`src/rtl/fetch_pkg.sv`:
```
// Shared constants and types for the instruction fetch buffer.
// Holds the NOP encoding, default geometry, the PC step and the queue entry record.
package fetch_pkg;

    localparam int          DEF_XLEN     = 32;
    localparam int          DEF_DEPTH    = 4;
    localparam logic [31:0] DEF_RESET_PC = 32'h0000_0000;
    localparam logic [31:0] PC_INC       = 32'd4;
    localparam logic [31:0] NOP_INSTR    = 32'h0000_0013;

    typedef struct packed {
        logic [DEF_XLEN-1:0] pc;
        logic [DEF_XLEN-1:0] instr;
    } fetch_entry_t;

endpackage

```
`src/rtl/fetch_fifo.sv`:
```
// Circular fetch queue with push, pop and a synchronous clear.
// The read port is combinational, so the head entry is visible as soon as it is written.
module fetch_fifo
    import fetch_pkg::*;
#(
    parameter int WIDTH = 2 * DEF_XLEN,
    parameter int DEPTH = DEF_DEPTH
) (
    input  logic                   clk,
    input  logic                   reset,
    input  logic                   clear_i,
    input  logic                   push_i,
    input  logic                   pop_i,
    input  logic [WIDTH-1:0]       wdata_i,
    output logic [WIDTH-1:0]       rdata_o,
    output logic [$clog2(DEPTH):0] count_o,
    output logic                   full_o,
    output logic                   empty_o
);

    localparam int               AW         = $clog2(DEPTH);
    localparam logic [AW:0]      FULL_COUNT = (AW + 1)'(DEPTH);
    localparam logic [AW:0]      COUNT_ONE  = (AW + 1)'(1);
    localparam logic [AW-1:0]    PTR_ONE    = AW'(1);

    logic [WIDTH-1:0] mem_q [DEPTH];
    logic [AW-1:0]    wptr_q, wptr_d;
    logic [AW-1:0]    rptr_q, rptr_d;
    logic [AW:0]      count_q, count_d;
    logic             do_push, do_pop;

    assign full_o  = (count_q == FULL_COUNT);
    assign empty_o = (count_q == '0);
    assign count_o = count_q;
    assign rdata_o = mem_q[rptr_q];

    // A full queue refuses the push even if the head leaves in the same cycle.
    assign do_push = push_i & ~full_o & ~clear_i;
    assign do_pop  = pop_i & ~empty_o & ~clear_i;

    always_comb begin
        wptr_d  = wptr_q;
        rptr_d  = rptr_q;
        count_d = count_q;
        if (clear_i) begin
            wptr_d  = '0;
            rptr_d  = '0;
            count_d = '0;
        end else begin
            if (do_push) begin
                wptr_d = wptr_q + PTR_ONE;
            end
            if (do_pop) begin
                rptr_d = rptr_q + PTR_ONE;
            end
            case ({do_push, do_pop})
                2'b10:   count_d = count_q + COUNT_ONE;
                2'b01:   count_d = count_q - COUNT_ONE;
                default: count_d = count_q;
            endcase
        end
    end

    always_ff @(posedge clk or posedge reset) begin
        if (reset) begin
            wptr_q  <= '0;
            rptr_q  <= '0;
            count_q <= '0;
        end else begin
            wptr_q  <= wptr_d;
            rptr_q  <= rptr_d;
            count_q <= count_d;
        end
    end

    // Storage is left unreset; occupancy alone decides what is visible.
    always_ff @(posedge clk) begin
        if (do_push) begin
            mem_q[wptr_q] <= wdata_i;
        end
    end

endmodule

```
`src/rtl/fetch_buffer.sv`:
```
// Instruction fetch stage: PC register, redirect priority and a small queue towards decode.
// A redirect flushes the queue and reloads the PC; otherwise fetches push while there is room.
module fetch_buffer
    import fetch_pkg::*;
#(
    parameter int              XLEN     = DEF_XLEN,
    parameter int              DEPTH    = DEF_DEPTH,
    parameter logic [XLEN-1:0] RESET_PC = XLEN'(DEF_RESET_PC)
) (
    input  logic                   clk,
    input  logic                   reset,
    input  logic                   PCSrc,
    input  logic                   PC_write,
    input  logic [XLEN-1:0]        PC_Branch,
    output logic [XLEN-1:0]        imem_addr,
    input  logic [XLEN-1:0]        imem_rdata,
    input  logic                   id_ready,
    output logic                   id_valid,
    output logic [XLEN-1:0]        PC_ID,
    output logic [XLEN-1:0]        INSTRUCTION_ID,
    output logic [$clog2(DEPTH):0] count
);

    localparam logic [XLEN-1:0] PC_STEP = XLEN'(PC_INC);
    localparam logic [XLEN-1:0] NOP     = XLEN'(NOP_INSTR);

    logic [XLEN-1:0]   pc_q, pc_d;
    logic              push, pop;
    logic              fifo_full, fifo_empty;
    logic [2*XLEN-1:0] head_entry;

    assign imem_addr = pc_q;

    // Redirect wins over both fetch enable and decode acceptance.
    assign push = PC_write & ~PCSrc & ~fifo_full;
    assign pop  = ~fifo_empty & id_ready & ~PCSrc;

    always_comb begin
        pc_d = pc_q;
        if (PCSrc) begin
            pc_d = PC_Branch;
        end else if (push) begin
            pc_d = pc_q + PC_STEP;
        end
    end

    always_ff @(posedge clk or posedge reset) begin
        if (reset) begin
            pc_q <= RESET_PC;
        end else begin
            pc_q <= pc_d;
        end
    end

    fetch_fifo #(
        .WIDTH (2 * XLEN),
        .DEPTH (DEPTH)
    ) u_fifo (
        .clk     (clk),
        .reset   (reset),
        .clear_i (PCSrc),
        .push_i  (push),
        .pop_i   (pop),
        .wdata_i ({pc_q, imem_rdata}),
        .rdata_o (head_entry),
        .count_o (count),
        .full_o  (fifo_full),
        .empty_o (fifo_empty)
    );

    assign id_valid       = ~fifo_empty;
    assign PC_ID          = fifo_empty ? '0  : head_entry[2*XLEN-1:XLEN];
    assign INSTRUCTION_ID = fifo_empty ? NOP : head_entry[XLEN-1:0];

endmodule

```
`config.mk`:
```
export PLATFORM = sky130hd
export DESIGN_NAME = fetch_buffer
export DESIGN_NICKNAME = d
export VERILOG_FILES = /design/src/rtl/fetch_pkg.sv /design/src/rtl/fetch_fifo.sv /design/src/rtl/fetch_buffer.sv
export SDC_FILE = /design/constraint.sdc
export NUM_CORES = 1
export LEC_CHECK = 0
export BUFFER_PORTS_ARGS = -buffer_cell sky130_fd_sc_hd__buf_2
export CELL_PAD_IN_SITES_DETAIL_PLACEMENT = 1
export CELL_PAD_IN_SITES_GLOBAL_PLACEMENT = 1
export CORE_MARGIN = 2
export CORE_UTILIZATION = 52
export DETAILED_ROUTE_END_ITERATION = 8
export PLACE_DENSITY_LB_ADDON = 0.1
export SYNTH_ARGS = -nofsm -noshare
export SYNTH_HDL_FRONTEND = slang
export SYNTH_SLANG_ARGS = --single-unit
```
`constraint.sdc`:
```
create_clock -name clk -period 8.2 [get_ports clk]
set_input_delay 1.64 -clock clk [delete_from_list [all_inputs] [get_ports clk]]
set_output_delay 1.64 -clock clk [all_outputs]
set_load 0.01 [all_outputs]
```
==> impl_summary.txt <==
----------------------------------------------------
[Run status]
  Result of the run ... finished, final reports clean

[Power and ir drop]
  Static leakage power ... 4.87 nW
  Pwr/cell area ... 265 mW/mm2
  Largest voltage drop on the vdd net ... 138 uV

[Placed design]
  Number of input and output port buffers inserted ... 168
  Final weighted congestion of routability-driven global placement ... 0.783
  Detail Placement HPWL ... 16.1 mm

[Setup path]
  Buffers and inverters on the worst path ... 2
  Critical path type ... register to primary output
  Crit-path max FO ... 41
  Critical path capture point type ... primary output
  List of cells traversed by the critical path ... buf_4, mux4_2, or2_2, buf_2
  Data arrival, critical path ... 3.14 ns
  Critical Path Start Type ... register
  Worst path required time ... 6.56 ns
  Slowest-stage cell, CP ... dfrtp_4
  Category of cells accounting for the largest share of critical-path delay ... buffers and inverters
  Stage delay of the slowest cell on the critical path ... 0.79 ns

[Clock tree]
  CTS Root Cell ... clkbuf_16
  Clock-pin slew of the registers on the worst-case setup and hold paths ... 0.06 ns
  Clock Sink Count ... 295
  Largest buffer count on any clock path ... 3
  Number of buffers inserted during clock tree synthesis ... 30
  TritonCTS clock tree ... yes
  Number of buffers inserted by hold repair at cts ... 0
  CTS H-tree depth ... 1
  Number of setup buffers added after CTS ... 0
  Insertion delay to the later sink of the worst-skew pair ... 0.55 ns
  Resized Gates After CTS ... 0

[Global routing]
  Met1 demand-to-capacity share in global routing ... 0.317
  Layer carrying the most global-route usage ... met2
  Aggregate global routing overflow ... 0
  Met3 Use GR ... 0.0311
  Maximum number of pins on one net before global-route repair ... 66
  Antenna violations before repair ... 0
  First-pass GRT wire length ... 42.4 mm
  GR Layer Usage met2 ... 0.391
  Number of global-route vias before repair ... 7318
  Overall global routing resource usage ... 0.228

[Logic synthesis]
  Synthesized instance count ... 676
  Sequential fraction of the synthesis area ... 0.720
  Share of async-settable or async-resettable flops after synthesis ... 0.132
  Synth unique cells ... 47
  Avg Inst Size Synth ... 17.8 um2
  EDFF count, synth ... 256
  Synth Cell Area ... 0.0120 mm2
  Count of warnings emitted by yosys ... 0
  Number of flip-flops and latches in the synthesized netlist ... 295
  Synthesized net count ... 751
  Primary flip-flop cell chosen by synthesis mapping ... edfxtp_1

[Drt]
  Post-route ant nets ... 0
  Total iterations of the first detailed-routing run ... 4
  Count of routing violations after the opening detailed-route iteration ... 479
  Routed via count divided by cell count ... 5.90
  Wire per inst ... 23.8 um
  Post-Route WL ... 27.4 mm
  Number of design rule violations left after detail routing ... 0
  Via total after detailed routing ... 6792

[Cells and area]
  Number of nets in the layout ... 917
  Signed area change from the synthesized netlist to the final layout ... 17.3%
  Filler Cells Inserted ... 2080
  Share of final-layout standard cells stronger than drive strength 1 ... 0.341
  Antenna diodes ... 0

[Worst hold path]
  Worst Hold Class ... register to register

[STA]
  Worst-case clock skew ... 0.00689 ns
  Shortest clock period the worst path allows after layout ... 4.78 ns
  Achievable frequency ... 209 MHz
  Total Negative Setup Slacks ... 0 ns
  Hold Slack ... 0.563 ns
  Setup repair after global routing missed its margin ... no
  Ratio of final minimum period to clock period ... 0.583
  Final Max Slew Viols ... 0
  Worst Max-Slew Pin Slew ... 1.03 ns
  Max-slew headroom at the worst pin ... 0.315
  Number of hold-slack violations in the final timing report ... 0
  Count of final setup violators ... 0

[Die]
  Core area ... 0.0227 mm2
  Horiz. Die Dim ... 156 um
  Die Area ... 0.0244 mm2
  Effective utilization at floorplan ... 0.530
  Number of ports placed on the die boundary ... 169
  Vert. Die Dim ... 156 um
  Std cell rows ... 55

[Flow run]
  Maxcap violations ... 0

----------------------------------------------------
## state kept, by name, summed over array words and instances (netlist names)
register	cells
u_fifo.rptr_q	2
imem_addr	32
u_fifo.count_o	3
u_fifo.mem_q	256
u_fifo.wptr_q	2
## metrics by stage
step | worst slack [ns] | std cells | utilization | total power [W] | cell area [um2]
5_1_grt | 3.14 | 1151 | 0.621 | 0.00388 | 14100
4_1_cts | 3.29 | 1151 | 0.621 | 0.00378 | 14100
3_5_place_dp | 3.88 | 1095 | 0.578 | 0.00241 | 13100
2_1_floorplan | 3.88 | 676 | - | 0.00217 | 12000
6_report | 3.42 | 1151 | 0.621 | 0.00374 | 14100
3_3_place_gp | 3.91 | 1095 | 0.578 | 0.00239 | 13100
## final timing paths
kind / to / start / cells after the start / slack, ns
min reg2reg: u_fifo.mem_q[0][33] / imem_addr[1] / 0 / 0.56
max in group asynchronous: u_fifo.rptr_q[0] / reset / 3 / 6.53
min in group asynchronous: imem_addr[14] / reset / 3 / 1.25
max reg2reg: u_fifo.mem_q[1][25] / u_fifo.count_o[0] / 3 / 5.41
max: INSTRUCTION_ID[1] / u_fifo.rptr_q[0] / 4 / 3.42
min: u_fifo.mem_q[0][33] / imem_addr[1] / 0 / 0.56
## where the power goes
part           internal [W]  leakage [nW]  switching, W  total, W
logic              0.000262          1.60      0.000297  0.000559
registers           0.00172          2.78     0.0000938   0.00181
clock network      0.000813         0.487      0.000561   0.00137
total               0.00279          4.87      0.000952   0.00374
## placed cells by master, fill, tap and decap left out, drive strengths merged, types with 4 or more instances in the layout
cell type | netlist | layout
a31oi | 16 | 16
and3 | 6 | 6
and4 | 5 | 5
buf | 17 | 172
bufinv | 0 | 4
clkbuf | 21 | 36
clkinv | 1 | 15
dfrtp | 39 | 39
edfxtp | 256 | 256
ha | 5 | 5
inv | 9 | 10
mux4 | 64 | 64
nand2 | 20 | 20
nand3 | 14 | 14
nand4 | 10 | 10
nor2 | 23 | 23
nor2b | 62 | 62
nor3 | 5 | 5
nor4 | 4 | 4
o21ai | 17 | 17
o31ai | 13 | 13
or2 | 4 | 4
or3 | 6 | 6
or4 | 16 | 16
xnor2 | 9 | 9
xor2 | 4 | 4
## metal layers
| layer | wire, um | share of wire |
|---|---|---|
| met1 | 11800 | 0.43 |
| met2 | 13800 | 0.51 |
| met3 | 1360 | 0.050 |
| met4 | 400 | 0.015 |
| met5 | 0 | 0 |
## logic make-up (layout without fill, tap and decap cells)
family / Yosys count / in the layout / share of synthesized area
AND/OR/NAND/NOR: 185 / 185 / 0.0899
XOR/XNOR: 13 / 13 / 0.00946
adder cells (fa/ha/maj): 6 / 6 / 0.00686
buffers and inverters: 48 / 238 / 0.0177
AO/OA/AOI/OAI: 61 / 61 / 0.0328
flip-flops: 295 / 295 / 0.720
multiplexers: 68 / 68 / 0.123
## Yosys cell counts, types with 2 or more instances
| cell | instances | share of area |
|---|---|---|
| o41ai_1 | 2 | 0.0015 |
| nor2b_1 | 62 | 0.032 |
| and2_1 | 3 | 0.0016 |
| xor2_1 | 4 | 0.0029 |
| mux2_2 | 2 | 0.0019 |
| nor4_1 | 4 | 0.0021 |
| o31a_1 | 3 | 0.0022 |
| mux4_2 | 64 | 0.12 |
| a31oi_1 | 16 | 0.0083 |
| and4_1 | 5 | 0.0036 |
| clkbuf_1 | 21 | 0.0066 |
| o211ai_1 | 2 | 0.0012 |
| and3_1 | 6 | 0.0031 |
| buf_6 | 3 | 0.0028 |
| nand4_1 | 10 | 0.0052 |
| mux2i_1 | 2 | 0.0017 |
| or3b_2 | 2 | 0.0015 |
| inv_1 | 9 | 0.0028 |
| dfrtp_1 | 39 | 0.081 |
| a21oi_1 | 3 | 0.0012 |
| o31ai_1 | 13 | 0.0081 |
| nor3_1 | 5 | 0.0021 |
| or4_1 | 16 | 0.010 |
| edfxtp_1 | 256 | 0.64 |
| or2_2 | 3 | 0.0016 |
| nor2_1 | 23 | 0.0072 |
| nand3_1 | 14 | 0.0058 |
| nand2_1 | 20 | 0.0062 |
| xnor2_1 | 9 | 0.0066 |
| o21ai_0 | 17 | 0.0071 |
| buf_2 | 8 | 0.0033 |
| or3_1 | 6 | 0.0031 |
| ha_1 | 5 | 0.0052 |
| buf_1 | 6 | 0.0019 |
## final cells by class
type,count,area (um2),area share
clock buffer,36,795,0.0563
clock inverter,20,198,0.0140
inverter,10,37.5,0.00266
multi-input combinational,333,3180,0.225
sequential,295,8670,0.615
tap,285,357,0.0253
timing repair buffer,172,871,0.0617
## worst reg2reg max path: cells and delay by family, from the launching register on
family,cells,cell delay [ns]
AND/OR/NAND/NOR,3,1.78
flip-flops,1,0.59
Power figures use the tool's default switching activity.
